[src/rtl/pipe_skid_buf_pkg.sv]
// Shared types and defaults for the fetch-side skid buffer.
package pipe_skid_buf_pkg;

  // Buffer fill level; the encoding doubles as the occupancy count.
  typedef enum logic [1:0] {
    EMPTY = 2'd0,
    ONE   = 2'd1,
    FULL  = 2'd2
  } state_t;

  localparam int DEF_PC_W    = 32;
  localparam int DEF_INSTR_W = 32;

  // Instruction presented on the output while nothing is buffered.
  localparam logic [DEF_INSTR_W-1:0] DEF_NOP_INSTR = '0;

endpackage

[src/rtl/pipe_entry_reg.sv]
// One buffered entry: load-enabled register, async reset, edge selectable.
module pipe_entry_reg #(
  parameter int W        = 65,
  parameter int NEG_EDGE = 1
) (
  input  logic         clk,
  input  logic         rst,
  input  logic         load,
  input  logic [W-1:0] d,
  output logic [W-1:0] q
);

  generate
    if (NEG_EDGE != 0) begin : g_neg
      // Capture the entry on the falling edge when loaded.
      always_ff @(negedge clk or posedge rst) begin
        if (rst)       q <= '0;
        else if (load) q <= d;
      end
    end else begin : g_pos
      // Capture the entry on the rising edge when loaded.
      always_ff @(posedge clk or posedge rst) begin
        if (rst)       q <= '0;
        else if (load) q <= d;
      end
    end
  endgenerate

endmodule

[src/rtl/pipe_skid_buf.sv]
// Two-entry in-order skid buffer between fetch and decode, with flush and
// sticky interrupt tracking so no interrupt request is ever dropped.
module pipe_skid_buf
  import pipe_skid_buf_pkg::*;
#(
  parameter int                 PC_W      = DEF_PC_W,
  parameter int                 INSTR_W   = DEF_INSTR_W,
  parameter int                 NEG_EDGE  = 1,
  parameter logic [INSTR_W-1:0] NOP_INSTR = INSTR_W'(DEF_NOP_INSTR)
) (
  input  logic               clk,
  input  logic               rst,
  input  logic               in_valid,
  output logic               in_ready,
  input  logic [PC_W-1:0]    in_pc,
  input  logic [INSTR_W-1:0] in_instruction,
  input  logic               in_INT,
  input  logic               flush,
  output logic               out_valid,
  input  logic               out_ready,
  output logic [PC_W-1:0]    out_pc,
  output logic [INSTR_W-1:0] out_instruction,
  output logic               out_INT,
  output logic [1:0]         occupancy
);

  // Entry layout: {int_flag, pc, instruction}.
  localparam int ENT_W = PC_W + INSTR_W + 1;

  state_t           state, state_nxt;
  logic             pend_int, pend_int_nxt;
  logic             push, pop;
  logic             ld_head, ld_tail;
  logic [ENT_W-1:0] in_ent, head_d, head_q, tail_q;

  // Ready depends only on fill level and reset, never on out_ready.
  assign in_ready = (state != FULL) && !rst;
  assign push     = in_valid && in_ready;
  assign pop      = out_valid && out_ready;
  assign in_ent   = {in_INT | pend_int, in_pc, in_instruction};

  // Next fill level, entry loads and sticky interrupt tracking.
  always_comb begin
    state_nxt    = state;
    pend_int_nxt = pend_int;
    ld_head      = 1'b0;
    ld_tail      = 1'b0;
    head_d       = in_ent;
    if (flush) begin
      // Kill everything, but keep any interrupt that rode on a killed entry.
      state_nxt    = EMPTY;
      pend_int_nxt = pend_int | in_INT
                   | ((state != EMPTY) && head_q[ENT_W-1])
                   | ((state == FULL)  && tail_q[ENT_W-1]);
    end else begin
      if (push)        pend_int_nxt = 1'b0;
      else if (in_INT) pend_int_nxt = 1'b1;
      unique case (state)
        EMPTY: begin
          if (push) begin
            state_nxt = ONE;
            ld_head   = 1'b1;
          end
        end
        ONE: begin
          if (push && pop) begin
            ld_head = 1'b1;
          end else if (push) begin
            state_nxt = FULL;
            ld_tail   = 1'b1;
          end else if (pop) begin
            state_nxt = EMPTY;
          end
        end
        FULL: begin
          // in_ready is low here, so only a pop can move things.
          if (pop) begin
            state_nxt = ONE;
            ld_head   = 1'b1;
            head_d    = tail_q;
          end
        end
        default: state_nxt = EMPTY;
      endcase
    end
  end

  generate
    if (NEG_EDGE != 0) begin : g_neg
      // Fill level and pending interrupt advance on the falling edge.
      always_ff @(negedge clk or posedge rst) begin
        if (rst) begin
          state    <= EMPTY;
          pend_int <= 1'b0;
        end else begin
          state    <= state_nxt;
          pend_int <= pend_int_nxt;
        end
      end
    end else begin : g_pos
      // Fill level and pending interrupt advance on the rising edge.
      always_ff @(posedge clk or posedge rst) begin
        if (rst) begin
          state    <= EMPTY;
          pend_int <= 1'b0;
        end else begin
          state    <= state_nxt;
          pend_int <= pend_int_nxt;
        end
      end
    end
  endgenerate

  pipe_entry_reg #(.W(ENT_W), .NEG_EDGE(NEG_EDGE)) u_head (
    .clk  (clk),
    .rst  (rst),
    .load (ld_head),
    .d    (head_d),
    .q    (head_q)
  );

  pipe_entry_reg #(.W(ENT_W), .NEG_EDGE(NEG_EDGE)) u_tail (
    .clk  (clk),
    .rst  (rst),
    .load (ld_tail),
    .d    (in_ent),
    .q    (tail_q)
  );

  // Head is presented only when valid; otherwise a clean NOP bubble.
  assign out_valid       = (state != EMPTY);
  assign out_pc          = out_valid ? head_q[ENT_W-2:INSTR_W] : '0;
  assign out_instruction = out_valid ? head_q[INSTR_W-1:0] : NOP_INSTR;
  assign out_INT         = out_valid && head_q[ENT_W-1];
  assign occupancy       = state;

endmodule

[config.mk]
export PLATFORM = sky130hd
export DESIGN_NAME = pipe_skid_buf
export DESIGN_NICKNAME = d
export VERILOG_FILES = /design/src/rtl/pipe_skid_buf_pkg.sv /design/src/rtl/pipe_entry_reg.sv /design/src/rtl/pipe_skid_buf.sv
export SDC_FILE = /design/constraint.sdc
export NUM_CORES = 1
export LEC_CHECK = 0
export ABC_AREA = 1
export CORE_ASPECT_RATIO = 1.1
export CORE_MARGIN = 2
export CORE_UTILIZATION = 52
export DETAILED_ROUTE_END_ITERATION = 10
export GPL_TIMING_DRIVEN = 0
export PLACE_DENSITY = 0.93
export SLEW_MARGIN = 20
export SYNTH_ARGS = -nofsm -noshare
export SYNTH_HDL_FRONTEND = slang
export SYNTH_SLANG_ARGS = --single-unit
[constraint.sdc]
create_clock -name clk -period 2.6 [get_ports clk]
set_clock_uncertainty 0.05 [all_clocks]
set_input_delay 0.39 -clock clk [delete_from_list [all_inputs] [get_ports clk]]
set_output_delay 0.39 -clock clk [all_outputs]
set_load 0.01 [all_outputs]
==> summary.md <==
| Metric | Value |
|---|---|
| Count of fill cells added during filler insertion | `approximately 520` |
| Via count of the first global-routing pass | `approximately 6,900` |
| Max-cap viol count | `0` |
| Critical path's top delay family | `buffers and inverters` |
| Final Hold Violating Endpoints | `0` |
| Share of synthesized registers carrying an async set or reset | `100.0%` |
| Total congestion overflow | `0` |
| Predominant post-synthesis flop cell | `sky130_fd_sc_hd__dfrtn_1` |
| Crit path buffers/inverters | `5` |
| Class of the most critical setup path | `reg -> out` |
| Library cells used by synthesis | `21` |
| Count of flip-flops with a built-in enable after synthesis | `0` |
| Peak per-stage delay on the critical path | `~0.50 ns` |
| Type of destination of the critical path | `output port` |
| Max-slew headroom at the worst pin | `between 50% and 60%` |
| Number of antenna violations at the first check in global routing | `0` |
| Die footprint | `~14,000 um^2` |
| Sum Neg Setup Slack | `-81.11 ns` |
| Final antenna diode count | `0` |
| CP Launch Type | `flop` |
| Actual slew at the worst max-slew pin | `about 0.63 ns` |
| Net Count, Synth | `about 940` |
| Initial cell density of the core | `53.28%` |
| Mean instance size in the synthesized netlist | `roughly 7.7 um^2` |
| Total area of multi-input combinational cells | `~3200 um^2` |
| Max layer used | `met4` |
| Overall die width | `about 110 um` |
| Most numerous cell types in the synthesized netlist | `203 x sky130_fd_sc_hd__nand2_1, 197 x sky130_fd_sc_hd__inv_1, 133 x sky130_fd_sc_hd__dfrtn_1` |
| Remaining routing DRC violations | `0` |
| Final weighted congestion in routability-driven placement | `roughly 0.83` |
| Setup-violating endpoint count in the final report | `172` |
| Area share of the leading cell type in the synthesized netlist | `49.62%` |
| Least setup slack across all paths after layout | `-0.9270 ns` |
| Maximum fanout encountered on the critical timing path | `10` |
| Storage element area | `3328 um^2` |
| Leading area contributor after synthesis | `sky130_fd_sc_hd__dfrtn_1` |
| 1st-iter DRT viols | `around 860` |
| Register bit total from synthesis | `between 100 and 150` |
| Share of post-route cells with drive strength above 1 | `41.59%` |
| Warnings from Yosys | `0` |
| Number of iterations in the first detailed-routing pass | `6` |
| Clk Latency, worst-skew pair | `a little over 0.4 ns` |
| Leak | `between 5 and 6 nW` |
| Violated checks | `setup timing` |
| Routed met1 length | `between 9 and 10 mm` |
| Power density over the cells | `slightly below 900 nW/um^2` |
| Number of buffers created by CTS | `17` |
| Library cell contributing the largest single delay on the critical path | `sky130_fd_sc_hd__dfrtn_1` |
| Part of the Yosys area used for sequential elements | `between 40% and 50%` |
| Height of the die | `around 120 um` |
| Largest buffer count on any clock path | `2` |
| Sequence of cells on the critical path | `inv_2 > nand2_4 > inv_4 > clkbuf_16 > buf_6 > nor2_2 > buf_2` |
| Clock sinks | `roughly 130` |
| Number of placement rows | `43` |
| Met3 wire length | `approximately 2.1 mm` |
| Most repeated cell in the gate-level netlist after synthesis | `sky130_fd_sc_hd__nand2_1` |
| Number of buffers added on ports | `~140` |
| Via density per instance | `5.829` |
| Cells after synthesis | `between 800 and 900` |
| Worst IR drop on VDD | `roughly 0.00056 V` |
| Kind of path behind the tightest hold check | `reg -> reg` |
| Area growth from synthesis to layout | `64.86%` |
| Final hold slack | `0.3855 ns` |
| DR vias | `approximately 7,400` |
| Layout net count | `around 1,200` |
| CTS H-tree lvls | `4` |
| Post-detailed-route wirelength per cell | `between 20 and 25 um` |
| Arrival time of the worst setup path | `3.09 ns` |
| Post-detailed-placement half-perimeter wirelength | `11.55 mm` |
| Max-slew violation count | `0` |
| Routed wire length | `approximately 27 mm` |
| Maximum number of pins on one net before global-route repair | `69` |
| Setup repair after global routing missed its margin | `true` |
| Count of boundary I/O pins | `139` |
| Core region area | `12,590 um^2` |
| Post-Synthesis Cell Area | `about 6700 um^2` |
| Total global-route track usage | `a little under a third` |
| Clk pin slew, worst setup/hold paths | `0.04 ns` |
| Status | `finished with violations` |
| Count of antenna-violating nets left after detailed routing | `0` |
| Data required time of the worst path | `about 2.2 ns` |
| Global-route wire length before repair | `between 30 and 40 mm` |
| CTS Root Cell | `sky130_fd_sc_hd__clkbuf_16` |
| CTS tree | `built` |
| Top cells by area in the synthesized netlist | `sky130_fd_sc_hd__dfrtn_1 50%, sky130_fd_sc_hd__nand2_1 11%, sky130_fd_sc_hd__inv_1 11%, sky130_fd_sc_hd__o21ai_1 9.1%, sky130_fd_sc_hd__o21ai_2 6.7%` |
| Routed met2 length | `13.44 mm` |
per-layer routing:
layer / vias up / GRT usage, %
met2: 599 / 55.23
met4: 0 / 17.68
met3: 202 / 5.980
li1: 3060 / -
met5: - / 0
met1: 3501 / 37.31
registers in the layout, indices dropped and copies added, names as in the netlist:
| register | flops |
|---|---|
| pend_int | 1 |
| u_tail.q | 65 |
| occupancy | 2 |
| u_head.q | 65 |
final timing paths:
| path | to | start | depth (start not counted) | slack, ns |
|---|---|---|---|---|
| setup / recovery | out_instruction[27] | occupancy[0] | 7 | -0.93 |
| hold / removal | u_tail.q[44] | u_tail.q[44] | 2 | 0.39 |
| setup reg to reg | u_tail.q[40] | occupancy[1] | 22 | -0.43 |
| hold reg to reg | u_tail.q[44] | u_tail.q[44] | 2 | 0.39 |
| max in group asynchronous | u_tail.q[58] | rst | 2 | 0.77 |
| min in group asynchronous | u_tail.q[43] | rst | 2 | 1.08 |
placed cells by master (no fill, tap or decap), types with 3 or more instances in the layout:
| cell | count |
|---|---|
| sky130_fd_sc_hd__inv_1 | 197 |
| sky130_fd_sc_hd__nand2_1 | 135 |
| sky130_fd_sc_hd__dfrtn_1 | 133 |
| sky130_fd_sc_hd__o21ai_2 | 103 |
| sky130_fd_sc_hd__o21ai_1 | 74 |
| sky130_fd_sc_hd__buf_6 | 72 |
| sky130_fd_sc_hd__clkdlybuf4s50_1 | 65 |
| sky130_fd_sc_hd__nand2_2 | 48 |
| sky130_fd_sc_hd__nor2_4 | 41 |
| sky130_fd_sc_hd__buf_2 | 29 |
| sky130_fd_sc_hd__clkbuf_16 | 28 |
| sky130_fd_sc_hd__buf_4 | 25 |
| sky130_fd_sc_hd__nand2_4 | 21 |
| sky130_fd_sc_hd__buf_8 | 20 |
| sky130_fd_sc_hd__nor2_1 | 17 |
| sky130_fd_sc_hd__nor2_2 | 16 |
| sky130_fd_sc_hd__buf_12 | 15 |
| sky130_fd_sc_hd__o21ai_0 | 12 |
| sky130_fd_sc_hd__o21ai_4 | 6 |
| sky130_fd_sc_hd__buf_16 | 5 |
| sky130_fd_sc_hd__nand3_1 | 5 |
| sky130_fd_sc_hd__bufinv_16 | 5 |
| sky130_fd_sc_hd__inv_6 | 5 |
| sky130_fd_sc_hd__clkbuf_8 | 4 |
| sky130_fd_sc_hd__inv_2 | 3 |
| sky130_fd_sc_hd__clkbuf_2 | 3 |
| sky130_fd_sc_hd__a21oi_1 | 3 |
logic make-up after synthesis:
| logic type | Yosys count | share of synthesized area, % |
|---|---|---|
| buffers and inverters | 252 | 16.14 |
| DFF | 133 | 49.62 |
| AOI/OAI and AO/OA | 199 | 17.72 |
| and+or+nand+nor | 287 | 16.53 |
metrics by stage:
stage                     utilization (%)  setup slack, ns  std cells  total power [W]  area (um^2)
after floorplan                         -          -0.3705        871         0.004740         7018
after global placement              68.28           -1.352       1166         0.005476         8596
after detailed placement            68.28           -1.420       1166         0.005634         8596
after CTS                           79.70          -0.7889       1251         0.008550        10030
after global routing                87.84          -0.9534       1263         0.009986        11060
final                               87.84          -0.9270       1263         0.009667        11060
power by group:
group          internal (W)  switching [W]
Combinational       0.00156        0.00190
Sequential          0.00288       0.000569
Clock               0.00176        0.00100
Total               0.00619        0.00347
worst min-delay path: cells and delay by family (launching register included):
family           cells  cell delay, ns
AND/OR/NAND/NOR      1            0.06
flip-flops           1            0.41
AO/OA/AOI/OAI        1            0.05
area by class of cell:
type                       instances  area share, %
sequential                       133          30.10
multi-input combinational        486          28.90
timing repair buffer             205          20.41
inverter                         203          7.083
buffer                            45          5.578
clock buffer                      20          4.130
clock inverter                    11          1.788
tap                              157          1.776
timing repair inverter             3         0.2376
repair_timing:
| action | 4_1_cts | 5_1_grt |
|---|---|---|
| cloned | 16 | 9 |
| setup buffers | 41 | 15 |
| setup endpoints to repair | 202 | 201 |
| resized for setup | 417 | 267 |
| hold buffers | 0 | 0 |
| pin swaps | 6 | 37 |
No activity file was read; power rests on OpenSTA's default activity.
==> patch (config.mk and constraints unchanged) <==
`DEF_PC_W`: 32 -> 16.
--- a/src/rtl/pipe_skid_buf_pkg.sv
+++ b/src/rtl/pipe_skid_buf_pkg.sv
@@ -9,5 +9,5 @@
   } state_t;
 
-  localparam int DEF_PC_W    = 32;
+  localparam int DEF_PC_W    = 16;
   localparam int DEF_INSTR_W = 32;
 
Ports: changed (resized in_pc and out_pc); port bits go from 139 to 107. The function was not compared with the original's and may differ.
==> patch against the original RTL <==
  * The run still ends with setup timing left
  * Sequential cell count decreased by 32
  * Via count decreased by 21%
  * Power decreased by 33%
  * Routed wire length decreased by 20%
  * Cell area shrank 26%
  * Count of clock-buffer cells in the layout is 9 lower
  * Die area shrank 26%
  * Setup slack gained 0.16 ns
  * Synthesized area fell by 26%
  * Critical path type unchanged
  * Largest power group unchanged
  * Highest routed layer unchanged
==> patch: results (changes against the original RTL) <==
Run status
  • Status: finished, violations left (unchanged)
  • Failing checks: setup timing (unchanged)

Finish
  • Fill cells: 366 (was 523)
  • #MultiIn Comb: 375 (was 486)
  • Non-clk bufs: 198 (was 250)
  • Share of layout cells above drive strength 1: 35.9% (was 41.6%)
  • Buffering overhead: 28.4% (was 26.0%)
  • Multi-input logic area: 0.00240 mm^2 (was 0.00320 mm^2)

CTS
  • CTS Root Cell: clkbuf_8 (was clkbuf_16)
  • Later-pin clock latency in the skew report: 0.35 ns (was 0.41 ns)
  • Clock slew at reported path FFs: 0.06 ns (was 0.04 ns)

Place
  • Dpl cell area: 0.00674 mm^2 (was 0.00860 mm^2)
  • Hpwl dp: 9.51 mm (was 11.5 mm)

Worst setup path
  • Worst Reg-to-Reg Cells: 10 (was 22)
  • R2r setup slk: 0.60 ns (was -0.43 ns)

Routing
  • M1 WL: 7.15 mm (was 9.47 mm)

Hold path
  • WHS Endpoint: u_tail.q[32]$_DFFE_NP0P_ (was u_tail.q[44]$_DFFE_NP0P_)
  • Hold path startpoint: u_tail.q[32]$_DFFE_NP0P_ (was u_tail.q[44]$_DFFE_NP0P_)

Synth
  • Commonest cells post-synth: 155 x nand2_1, 152 x inv_1, 130 x o21ai_0 (was 203 x nand2_1, 197 x inv_1, 133 x dfrtn_1)
  • Cell count after synthesis: 665 (was 871)
  • FF+latch count, synth: 101 (was 133)

Global routing
  • Met2 Resource Use GR: 57.4% (was 55.2%)
  • GRT Util Overall: 33.3% (was 31.7%)

Timing
  • Least-Margin Pin Slew: 0.384 ns (was 0.628 ns)
  • Final setup margin: -0.767 ns (was -0.927 ns)
  • Setup violations, final: 137 (was 172)

Power and ir drop
  • Power per cell area: 787 mW/mm^2 (was 874 mW/mm^2)
  • Leak pwr: 4.03 nW (was 5.50 nW)
## patch: cell count changes after synthesis, moves of 16 or more
| cell | delta |
|---|---|
| buf_2 | -25 |
| dfrtn_1 | -32 |
| inv_1 | -45 |
| nand2_1 | -48 |
| nor2_1 | -16 |
| o21ai_0 | +108 |
| o21ai_1 | -106 |
| o21ai_2 | -50 |
## patch: worst max-delay path by stage
stage / start / endpoint / cells after the start
final: occupancy[1]$_DFFE_NP0P_ / out_pc[15] / 7
after global routing: occupancy[1]$_DFFE_NP0P_ / out_pc[15] / 7
after CTS: occupancy[1]$_DFFE_NP0P_ / out_pc[15] / 7
after detailed placement: rst / u_head.q[17]$_DFFE_NP0P_ / 9
after global placement: rst / u_head.q[28]$_DFFE_NP0P_ / 8
after floorplan: rst / u_head.q[17]$_DFFE_NP0P_ / 7
## patch: repair_timing
item	CTS	global route
pin swaps	8	17
resized for setup	315	162
gates cloned	6	8
setup endpoints to repair	154	154
buffers inserted	27	17
